===== src/rtl/sar_search.sv =====
// Successive-approximation search controller driving a combinational magnitude comparator.
// One compare per cycle, MSB first; early exit on eq, err pulse on a non-one-hot response.
module sar_search #(
  parameter int WIDTH = 16
) (
  input  logic                     clk,
  input  logic                     rst,
  input  logic                     start,
  input  logic                     gt,
  input  logic                     lt,
  input  logic                     eq,
  output logic [WIDTH-1:0]         trial,
  output logic                     busy,
  output logic                     done,
  output logic [WIDTH-1:0]         result,
  output logic [$clog2(WIDTH):0]   steps,
  output logic                     err
);

  localparam int KW = (WIDTH > 1) ? $clog2(WIDTH) : 1;
  localparam int SW = $clog2(WIDTH) + 1;
  localparam logic [WIDTH-1:0] ONE  = WIDTH'(1);
  localparam logic [KW-1:0]    KTOP = KW'(WIDTH - 1);

  typedef enum logic [1:0] {IDLE, SEARCH, DONE} state_t;

  state_t            state, state_n;
  logic [WIDTH-1:0]  acc, acc_n, acc_upd;
  logic [KW-1:0]     k, k_n, k_dec;
  logic [SW-1:0]     cnt, cnt_n;
  logic [WIDTH-1:0]  trial_n, result_n;
  logic [SW-1:0]     steps_n;
  logic              busy_n, done_n, err_n, onehot;

  assign onehot  = (3'(gt) + 3'(lt) + 3'(eq)) == 3'd1;
  assign acc_upd = lt ? (acc | (ONE << k)) : acc;
  assign k_dec   = k - KW'(1);

  always_comb begin
    state_n  = state;
    acc_n    = acc;
    k_n      = k;
    cnt_n    = cnt;
    trial_n  = trial;
    result_n = result;
    steps_n  = steps;
    busy_n   = busy;
    done_n   = 1'b0;
    err_n    = 1'b0;
    case (state)
      IDLE: begin
        trial_n = '0;
        busy_n  = 1'b0;
        if (start) begin
          state_n = SEARCH;
          acc_n   = '0;
          k_n     = KTOP;
          cnt_n   = SW'(1);
          trial_n = ONE << KTOP;
          busy_n  = 1'b1;
        end
      end
      SEARCH: begin
        if (!onehot) begin
          state_n = IDLE;
          err_n   = 1'b1;
          busy_n  = 1'b0;
          trial_n = '0;
        end else if (eq) begin
          state_n  = DONE;
          result_n = trial;
          steps_n  = cnt;
          done_n   = 1'b1;
          busy_n   = 1'b0;
          trial_n  = '0;
        end else if (k == '0) begin
          // Last bit decided: the updated accumulator is the answer.
          state_n  = DONE;
          result_n = acc_upd;
          steps_n  = cnt;
          done_n   = 1'b1;
          busy_n   = 1'b0;
          trial_n  = '0;
        end else begin
          acc_n   = acc_upd;
          k_n     = k_dec;
          cnt_n   = cnt + SW'(1);
          trial_n = acc_upd | (ONE << k_dec);
        end
      end
      default: begin
        state_n = IDLE;
        trial_n = '0;
        busy_n  = 1'b0;
      end
    endcase
  end

  always_ff @(posedge clk or posedge rst) begin
    if (rst) begin
      state  <= IDLE;
      acc    <= '0;
      k      <= '0;
      cnt    <= '0;
      trial  <= '0;
      result <= '0;
      steps  <= '0;
      busy   <= 1'b0;
      done   <= 1'b0;
      err    <= 1'b0;
    end else begin
      state  <= state_n;
      acc    <= acc_n;
      k      <= k_n;
      cnt    <= cnt_n;
      trial  <= trial_n;
      result <= result_n;
      steps  <= steps_n;
      busy   <= busy_n;
      done   <= done_n;
      err    <= err_n;
    end
  end

endmodule


===== config.mk =====
export PLATFORM = sky130hd
export DESIGN_NAME = sar_search
export DESIGN_NICKNAME = d
export VERILOG_FILES = /design/src/rtl/sar_search.sv
export SDC_FILE = /design/constraint.sdc
export NUM_CORES = 1
export LEC_CHECK = 0
export BUFFER_PORTS_ARGS = -buffer_cell sky130_fd_sc_hd__clkbuf_2
export CAP_MARGIN = 10
export CORE_ASPECT_RATIO = 1.2
export CORE_MARGIN = 2
export CORE_UTILIZATION = 35
export DETAILED_ROUTE_END_ITERATION = 10
export PLACE_DENSITY = 0.56
export SLEW_MARGIN = 20
export SYNTH_ARGS = -nofsm -noshare
export SYNTH_HDL_FRONTEND = slang
export SYNTH_SLANG_ARGS = --single-unit

===== constraint.sdc =====
create_clock -name clk -period 3.1 [get_ports clk]
set_clock_uncertainty 0.05 [all_clocks]
set_input_delay 0.62 -clock clk [delete_from_list [all_inputs] [get_ports clk]]
set_output_delay 0.62 -clock clk [all_outputs]
set_load 0.01 [all_outputs]

* Yosys cells after proc, flatten, opt, wreduce, memory -nomap -nowiden
Cells that the tools add are included.
Widths: inputs -> output; s select.
** Word-level totals
- Output and inout bits :: 40
- Bits in registers :: 67
- Bits of input ports :: 6
- Word-level logic and storage cells :: 73
** Operators by class
- Mux-type cells :: 41
- Bitwise gates (word level) :: 2
- Shift operators :: 2
- Equal/unequal tests :: 7
- Reductions and logical operators :: 7
- $add $sub $neg :: 4
** Operator list (count)
- $mux 16 :: 11
- $pmux 16 s2 :: 2
- $or 16x16->16 :: 2
- $shl 1x4->16 const A :: 2
- $mux 5 :: 6
- $mux 4 :: 4
- $mux 1 :: 10
- $pmux 5 s2 :: 1
- $mux 2 :: 4
- $ne 2x2->1 const B :: 4
- $pmux 4 s2 :: 1
- $add 5x1->5 const B :: 1
- $reduce_and 5->1 :: 1
- $logic_not 4->1 :: 1
- $ne 4x4->1 const B :: 1
- $pmux 2 s2 :: 1
- $reduce_bool 2->1 :: 2
- $sub 4x1->4 const B :: 1
- $add 2x1->3 :: 1
- $eq 3x1->1 const B :: 1
- $reduce_and 3->1 :: 1
- $add 1x1->2 :: 1
- $eq 2x1->1 const B :: 1
- $logic_not 2->1 :: 1
- other kinds (2) :: 2

* Depth between registers and ports, before layout
Gate-level depths: netlist of the first run.
- Depth after elaboration :: 8
- Gate-level depth with buffers :: 9
- Depth with buffers taken out :: 6

* Least setup slack after synthesis of the first run
No wires, ideal clock.
- Kind :: input to register
- Start :: input eq
- End :: register result[0]
- Arrival :: 2.521 ns
- Path slack :: 0.403 ns
- Library setup time :: 0.125 ns
- Stages on the path :: 9
- Data required time :: 2.925 ns
- Path buffers :: 3
- Cell sequence :: buf_2 inv_1 fa_1 nand4bb_1 buf_4 o21bai_4 inv_4 buf_12 mux2_4
** On the way
- Cells in the longest elaborated chain, start to end :: 3
- Elaborated cells on any way between the ends :: 5
- Those cells by class :: add/sub (1); eq/ne (1); mux (1); reduce/logical (2)
** RTL lines
- start, declared :: line 11 : input logic eq,
- $add 2x1->3 :: line 35 : assign onehot = (3'(gt) + 3'(lt) + 3'(eq)) == 3'd1;
- $eq 3x1->1 :: line 35
- $reduce_and 3->1 (no source line)
- end signal, assigned :: line 117 : result <= result_n;
- end, declared :: line 15 : output logic [WIDTH-1:0] result,
Parallel ways exist; a longest one is shown, timed or not.
A chain may end at the register's enable or synchronous reset.

* Final worst setup path of the first run
- Start :: input lt
- End :: register result[11]
** On the way
- Cells in the longest elaborated chain, start to end :: 4
- Elaborated cells on any way between the ends :: 7
- Those cells by class :: add/sub (2); eq/ne (1); mux (3); reduce/logical (1)
** RTL lines
- start, declared :: line 10 : input logic lt,
- $add 1x1->2 :: line 35
- $add 2x1->3 :: line 35
- $eq 3x1->1 :: line 35
- $reduce_and 3->1 (no source line)
Parallel ways exist; a longest one is shown, timed or not. The select of a mux whose other input is x is not followed.

==> flow_summary.yaml, run 1 <==
floorplanning:
  die-area_um2: 10110
  pin_count: 46
  fp.coreArea_um2: 9034
  die_w_um: 92.11
  fp.dieH_um: 109.7
  fp-row-count: 38
  start_util: 0.3609
yosys:
  ys_ff_latch: 67
  yosys_warnings: 0
  async_flop_share: 1.000
  synth-seq-area-share: 0.5142
  syn_inst: 308
  syn-cell-area_um2: 3261
  yosys.area_share.adder: 0.02916
  synth_ff_type: "dfrtp_1"
  synth_compound_area_frac: 0.1734
  yosys.area_share.simple: 0.1592
  synth_xor_area_frac: 0.005372
  synth-edff-count: 0
  synth.net_count: 321
  synth_top_family_by_area: "compound AO/OA/AOI/OAI gates"
  postSynthAreaPerCell_um2: 10.59
  synth.distinct_cells: 45
  synthMuxAreaShare: 0.07137
clocking:
  post_cts_buffers: 0
  clk_pin_slew_ps: 70
  cts_resized: 0
  cts-buffers-inserted: 9
  clk_latency_ps: 350
  cts_hold_buffers: 0
  h-tree-depth: 3
  cts_tree: "built"
  cts_sinks: 67
  cts_root_buf: "clkbuf_8"
  cts_buffer_depth: 2
grt:
  grt_pass1_vias: 2463
  antenna_found_initial: 0
  grt_max_degree: 36
  grt.overflow.total: 0
  grt_pass1_wl_um: 12860
  grtUsageTotal: 0.1683
detailed_routing:
  ant_nets: 0
  drt_iter0_drc: 107
  wire_per_inst_um: 16.33
  wl_um: 7791
  dr.pass1.iters: 5
  vias: 2461
  viasPerCell: 5.159
  drc: 0
timing:
  tightest_slew_ps: 742.6
  drv_slew: 0
  whs_ps: 310.6
  hold_violations: 0
  min_period_ps: 2467
  relSlewSlack: 0.5049
  fin_crit_sh: 0.7957
  worst_slack_ps: 633.3
  setup_tns_ps: 0
  grt_setup_unrepaired: "no"
  setup_viol_count_final: 0
  clock.fmax_ghz: 0.4054
pwr:
  pwr-share-seq: 0.511
  ir_worst_vdd_v: 0.0001626
  p_sw_mw: 0.5473
  p_leak_nw: 1.784
  clkPwrFrac: 0.339
  combPwrFrac: 0.149
  finalPower_mw: 1.878
  internal_power_mw: 1.331
  cellPowerDensity_nw_per_um2: 498.2
  netSwitchingFraction: 0.2914
placement:
  dpl.cell_count: 462
  gp_congestion: 0.8694
  place_area_um2: 3602
  post-place-ws_ps: 247.9
  portBuffers: 45
  dp_hpwl_um: 5644
hold_path:
  min-delay-path-class: "in -> async"
setup_path:
  required_ps: 3290
  cp_max_fo: 18
  reg2reg_depth: 6
  timing_worst_setup_path_type: "in -> reg"
  crit_path_end_kind: "flop"
  start_kind: "input pin"
  cp.arrival_ps: 2660
finish:
  fin_area_um2: 3770
  fin_cells: 477
  area_growth_pct: 15.62
  layout.nets: 366
  antenna_cells: 0
  finish.utilization: 0.4173
  drive_above_1_share: 0.2829
run_status:
  status: "finished clean"
run:
  drv_cap: 0
## registers in the layout, indices dropped and copies added (netlist names)
| register | cells |
|---|---|
| acc | 16 |
| busy | 1 |
| cnt | 5 |
| done | 1 |
| err | 1 |
| k | 4 |
| result | 16 |
| state | 2 |
| steps | 5 |
| trial | 16 |
## logic make-up after synthesis
family,count (synthesis)
AND/OR/NAND/NOR,99
AO/OA/AOI/OAI,85
flip-flops,67
buffers and inverters,30
multiplexers,18
adder cells (fa/ha/maj),7
XOR/XNOR,2
## final cells by class
cell class | count | area [um^2]
clock buffers | 10 | 137.6
clock inverters | 5 | 30.03
multi-input cells | 211 | 1430
well taps | 120 | 150.1
inverters | 10 | 40.04
fillers | 888 | 5264
flip-flops and latches | 67 | 1677
repair buffers | 54 | 305.3
## final timing paths
kind | slack [ps] | startpoint | end
worst min register to register | 430 | busy$_DFFE_PP0P_ | busy$_DFFE_PP0P_
max in group asynchronous | 2050 | rst | acc[9]$_DFFE_PP0P_
worst max-delay path | 630 | lt | result[11]$_DFFE_PP0P_
worst max register to register | 730 | k[0]$_DFFE_PP0P_ | result[11]$_DFFE_PP0P_
min in group clk | 430 | busy$_DFFE_PP0P_ | busy$_DFFE_PP0P_
worst min-delay path | 310 | rst | result[14]$_DFFE_PP0P_
## metal layers
layer,vias to the layer above,GRT usage,part of all wire
li1,1186,-,-
met4,0,0.08529,0.027
met3,14,0.04318,0.037
met5,-,0,0
met2,62,0.2715,0.48
met1,1199,0.2102,0.46
## placed cells by master, fill, tap and decap left out, types with 4 or more instances in the layout
cell type	n
mux2_4	9
o21ai_0	21
o221a_2	7
nand2_1	29
a41oi_1	5
nand3_1	6
inv_1	8
nor2_1	32
buf_4	8
nor3b_1	4
a31oi_1	15
ha_1	6
clkbuf_8	10
dfrtp_1	67
clkbuf_2	45
a21oi_1	26
nand2b_1	5
mux2_2	6
nor2b_1	4
## critical path, stage by stage
cell	delay, ps
clkbuf_2	100
inv_1	120
fa_1	450
nand4bb_1	390
o21bai_4	380
inv_4	230
mux2_2	350
## synth_stat cells, drive strengths merged, types with 4 or more instances
library cell,n,share of area
a21oi,26,0.040
a31oi,15,0.029
a41oi,5,0.013
buf,10,0.023
clkbuf,10,0.012
dfrtp,67,0.51
ha,6,0.023
inv,10,0.012
mux2,15,0.062
nand2,29,0.033
nand2b,5,0.0096
nand3,6,0.0092
nor2,32,0.037
nor2b,4,0.0077
nor3b,5,0.015
o21ai,21,0.032
o221a,7,0.024
## power groups by stage
stage	Sequential (mW)	Clock [mW]	Combinational, mW
after floorplan	0.988	0	0.175
after global placement	0.976	0	0.282
after detailed placement	0.978	0	0.284
after CTS	0.961	0.663	0.285
after global routing	0.970	0.703	0.315
final	0.961	0.637	0.281
(Power assumes the default switching activity.)
==> inputs of run 2 (changes only) <==
Clock period 3.1 ns to 2.3 ns, I/O delays scaled along.
==> run 2 against run 1 <==
Net effect:
- final cell count grew 2.1%
- setup slack lost 420 ps
- flip-flop and latch count is the same
- first-iteration DRC count grew 130%
- cell area grew 2.9%
- clock power grew 54%
- largest power group unchanged
==> flow_summary.yaml, run 2 (synthesis gave the netlist of run 1 again) <==
run_status:
  status: "finished clean"
pwr:
  netSwitchingFraction: 0.2691
  p_leak_nw: 1.849
  combPwrFrac: 0.150
  pwr-share-seq: 0.483
  finalPower_mw: 2.668
  clkPwrFrac: 0.367
  p_sw_mw: 0.7180
  internal_power_mw: 1.950
  ir_worst_vdd_v: 0.0002323
  cellPowerDensity_nw_per_um2: 687.9
clocking:
  clk_latency_ps: 350
  post_cts_buffers: 0
  cts_sinks: 67
  cts_tree: "built"
  cts_buffer_depth: 2
  cts_hold_buffers: 0
  h-tree-depth: 3
  clk_pin_slew_ps: 70
  cts_resized: 0
  cts_root_buf: "clkbuf_8"
  cts-buffers-inserted: 9
timing:
  whs_ps: 109.2
  fin_crit_sh: 0.9082
  relSlewSlack: 0.5992
  clock.fmax_ghz: 0.4787
  hold_violations: 0
  min_period_ps: 2089
  drv_slew: 0
  tightest_slew_ps: 601.1
  setup_viol_count_final: 0
  setup_tns_ps: 0
  grt_setup_unrepaired: "no"
setup_path:
  cp_top_family: "flip-flops"
  r2r-end: "result[11]$_DFFE_PP0P_"
  crit_buf_inv: 2
  required_ps: 2480
  crit_chain: "inv_1 > ha_1 > nor3b_4 > o21bai_4 > inv_4 > mux2_2"
  crit_start: "k[1]$_DFFE_PP0P_"
  cp_max_fo: 12
  start_kind: "flop"
  r2r_slack_ps: 210
  crit_path_end_kind: "flop"
  slowest_delay_ps: 460
  r2r_start: "k[1]$_DFFE_PP0P_"
  reg2reg_depth: 6
  cpMaxStageDelayCell: "dfrtp_1"
  timing_worst_setup_path_type: "reg -> reg"
  cp.arrival_ps: 2270
floorplanning:
  fp.dieH_um: 109.7
  start_util: 0.3609
  die_w_um: 92.11
  die-area_um2: 10110
  fp-row-count: 38
  pin_count: 46
  fp.coreArea_um2: 9034
grt:
  grt_max_degree: 68
  antenna_found_initial: 0
  grtUsageTotal: 0.1673
  grt_pass1_wl_um: 12800
  grt.overflow.total: 0
  grt_pass1_vias: 2489
detailed_routing:
  dr.pass1.iters: 4
  viasPerCell: 5.168
  wire_per_inst_um: 16.10
  drc: 0
  drt_iter0_drc: 243
  vias: 2517
  ant_nets: 0
  wl_um: 7839
finish:
  top_regs: "acc (16), result (16), trial (16)"
  seqCellArea_um2: 1677
  antenna_cells: 0
  fin_cells: 487
  area_growth_pct: 18.96
  mostFrequentLayoutCells: "dfrtp_1 (67), clkbuf_2 (45), nor2_1 (32), nand2_1 (29), a21oi_1 (26)"
  layout.nets: 376
  finish.utilization: 0.4294
  layout_commonest_cell: "dfrtp_1"
  multi_input_comb_area_um2: 1430
  drive_above_1_share: 0.2997
  nFillCells: 889
run:
  drv_cap: 0
placement:
  gp_congestion: 0.9137
  dpl.cell_count: 472
  dp_hpwl_um: 5646
  portBuffers: 45
hold_path:
  min-delay-path-class: "in -> async"
[run 2: cell types whose count changed in the layout (fill, tap and decap cells not counted), sizes merged]
cell      delta
clkinvlp     -2
clkinv       -2
bufinv       +1
buf         +10
clkbuf       +3
[run 2: worst min-delay path: cells and delay by family]
| family | cells | cell delay (ps) |
|---|---|---|
| buf+inv | 3 | 450 |
[run 2: layout make-up]
class	instances	share of cell area
inverters	10	0.01226
clock inverters	2	0.009032
repair buffers	64	0.09806
clock buffers	13	0.04097
multi-input cells	211	0.3687
flip-flops and latches	67	0.4323
well taps	120	0.03871
[run 2: metrics by stage]
step	instance area, um^2	setup WS (ps)
2_1_floorplan	3287	1.029
3_3_place_gp	3685	-100.7
3_5_place_dp	3685	-85.93
4_1_cts	3879	203.9
5_1_grt	3879	69.45
6_report	3879	211.1
[run 2: layer usage]
| metal | vias to the layer above | track usage | part of all wire |
|---|---|---|---|
| met2 | 55 | 0.2605 | 0.48 |
| met5 | - | 0 | 0 |
| met4 | 0 | 0.07249 | 0.022 |
| met3 | 10 | 0.04524 | 0.040 |
| li1 | 1212 | - | - |
| met1 | 1240 | 0.2203 | 0.46 |
[run 2: worst max path at each step]
| stage | to | cells past startpoint |
|---|---|---|
| floorplan | result[0]$_DFFE_PP0P_ | 9 |
| global placement | cnt[4]$_DFFE_PP0P_ | 9 |
| detailed placement | cnt[4]$_DFFE_PP0P_ | 9 |
| CTS | result[11]$_DFFE_PP0P_ | 6 |
| global route | result[11]$_DFFE_PP0P_ | 6 |
| finish | result[11]$_DFFE_PP0P_ | 6 |
[run 2: power groups by stage]
stage               registers [mW]  logic (mW)  clock network [mW]
floorplan                     1.33       0.241                   0
global placement              1.31       0.402                   0
finish                        1.29       0.401               0.978
global route                  1.30       0.445                1.07
CTS                           1.29       0.407                1.01
detailed placement            1.31       0.406                   0
==> inputs of run 3 (changes only) <==
Settings changed: MAX_ROUTING_LAYER set to met4.
==> run 3 against run 2 <==
Net effect:
- register-to-register slack barely moved
- combinational power up 1%
- setup slack got worse by 9.0 ps
- global-route usage increased by 1.0 points
- worst hold slack better by 1.9 ps
- flip-flop and latch count stayed put
- final cell count grew 0.21%
- first-iteration DRC count is 35% lower
==> flow_summary.yaml, run 3 (synthesis gave the netlist of run 1 again) <==
detailed_routing:
  vias: 2573
  drc: 0
  wl_um: 7981
  dr.pass1.iters: 5
  wire_per_inst_um: 16.35
  ant_nets: 0
  drt_iter0_drc: 157
  viasPerCell: 5.273
timing:
  min_period_ps: 2098
  drv_slew: 0
  fin_crit_sh: 0.9122
  relSlewSlack: 0.5831
  setup_viol_count_final: 0
  worst_slack_ps: 202.0
  clock.fmax_ghz: 0.4767
  setup_tns_ps: 0
  grt_setup_unrepaired: "no"
  hold_violations: 0
  tightest_slew_ps: 625.4
placement:
  portBuffers: 45
  place_area_um2: 3685
  post-place-ws_ps: -68.70
  gp_congestion: 0.9028
  dp_hpwl_um: 5780
  dpl.cell_count: 472
setup_path:
  r2r_slack_ps: 200
  timing_worst_setup_path_type: "reg -> reg"
  r2r-end: "result[11]$_DFFE_PP0P_"
  required_ps: 2480
  cp_max_fo: 12
  crit_path_end_kind: "flop"
  reg2reg_depth: 6
  r2r_start: "k[1]$_DFFE_PP0P_"
  cp.arrival_ps: 2270
  start_kind: "flop"
clocking:
  cts_buffer_depth: 2
  cts_hold_buffers: 0
  clk_latency_ps: 350
  post_cts_buffers: 0
  cts-buffers-inserted: 9
  cts_root_buf: "clkbuf_8"
  cts_sinks: 67
  cts_tree: "built"
  clk_pin_slew_ps: 70
  h-tree-depth: 3
  cts_resized: 0
grt:
  gr-usage-met3: 0.03358
  grtUsageTotal: 0.1774
  grt_pass1_wl_um: 13210
  grt.overflow.total: 0
  globalRouteMet2Util: 0.2778
  grt_pass1_vias: 2512
  antenna_found_initial: 0
  grt_max_degree: 68
  grt.busiest_layer: "met2"
  grtUsageMet1: 0.2202
finish:
  mostFrequentLayoutCells: "dfrtp_1 (67), clkbuf_2 (45), nor2_1 (32), nand2_1 (29), a21oi_1 (26)"
  area_growth_pct: 18.30
  layout.nets: 376
  fin_area_um2: 3857
  layout_commonest_cell: "dfrtp_1"
  finish.utilization: 0.4270
  drive_above_1_share: 0.2989
  antenna_cells: 0
  fin_cells: 488
  top_regs: "acc (16), result (16), trial (16)"
floorplanning:
  fp.dieH_um: 109.7
  pin_count: 46
  fp-row-count: 38
  start_util: 0.3609
  die_w_um: 92.11
  fp.coreArea_um2: 9034
  die-area_um2: 10110
run_status:
  status: "finished clean"
pwr:
  cellPowerDensity_nw_per_um2: 664.5
  ir_worst_vdd_v: 0.0001962
  p_leak_nw: 1.840
run:
  drv_cap: 0
hold_path:
  min-delay-path-class: "in -> async"
run 3: changes by cell type in the layout (fill, tap and decap cells not counted), sizes merged:
cell	delta
clkinv	+1
bufinv	-1
clkbuf	+1
run 3: worst max-delay path: stages, from the launching register on:
cell and delay (ps):
dfrtp_1 460, inv_1 160, ha_1 190, nor3b_4 440
o21bai_4 110, inv_4 200, mux2_2 360
run 3: layout make-up:
cell class                 count  area, um^2
fill                         893        5176
tap                          120       150.1
clock inverter                 2       10.01
inverter                      10       47.55
timing repair buffer          64       380.4
clock buffer                  14       162.7
sequential                    67        1677
multi-input combinational    211        1430
run 3: through the flow:
step,hold WS [ps],power [mW]
after floorplan,404.1,1.572
after global placement,414.5,1.712
after detailed placement,422.8,1.723
after CTS,120.3,2.604
after global routing,150.3,2.698
final,111.1,2.563
run 3: worst max path at each step:
stage | from | slack (ps) | end
6_report | k[1]$_DFFE_PP0P_ | 200 | result[11]$_DFFE_PP0P_
5_1_grt | k[1]$_DFFE_PP0P_ | 80 | result[11]$_DFFE_PP0P_
4_1_cts | k[1]$_DFFE_PP0P_ | 200 | result[11]$_DFFE_PP0P_
3_5_place_dp | lt | -70 | cnt[4]$_DFFE_PP0P_
3_3_place_gp | lt | -90 | cnt[4]$_DFFE_PP0P_
2_1_floorplan | eq | 1 | result[0]$_DFFE_PP0P_
run 3: report_power, final:
part           internal, mW  switching (mW)
logic                 0.153           0.253
clock network         0.448           0.421
registers              1.25          0.0440
run 3: per-layer routing:
layer  routed length (um)  part of all wire
met5                    0                 0
met2                 3883              0.49
met3                  309             0.039
met4                  264             0.033
met1                 3524              0.44
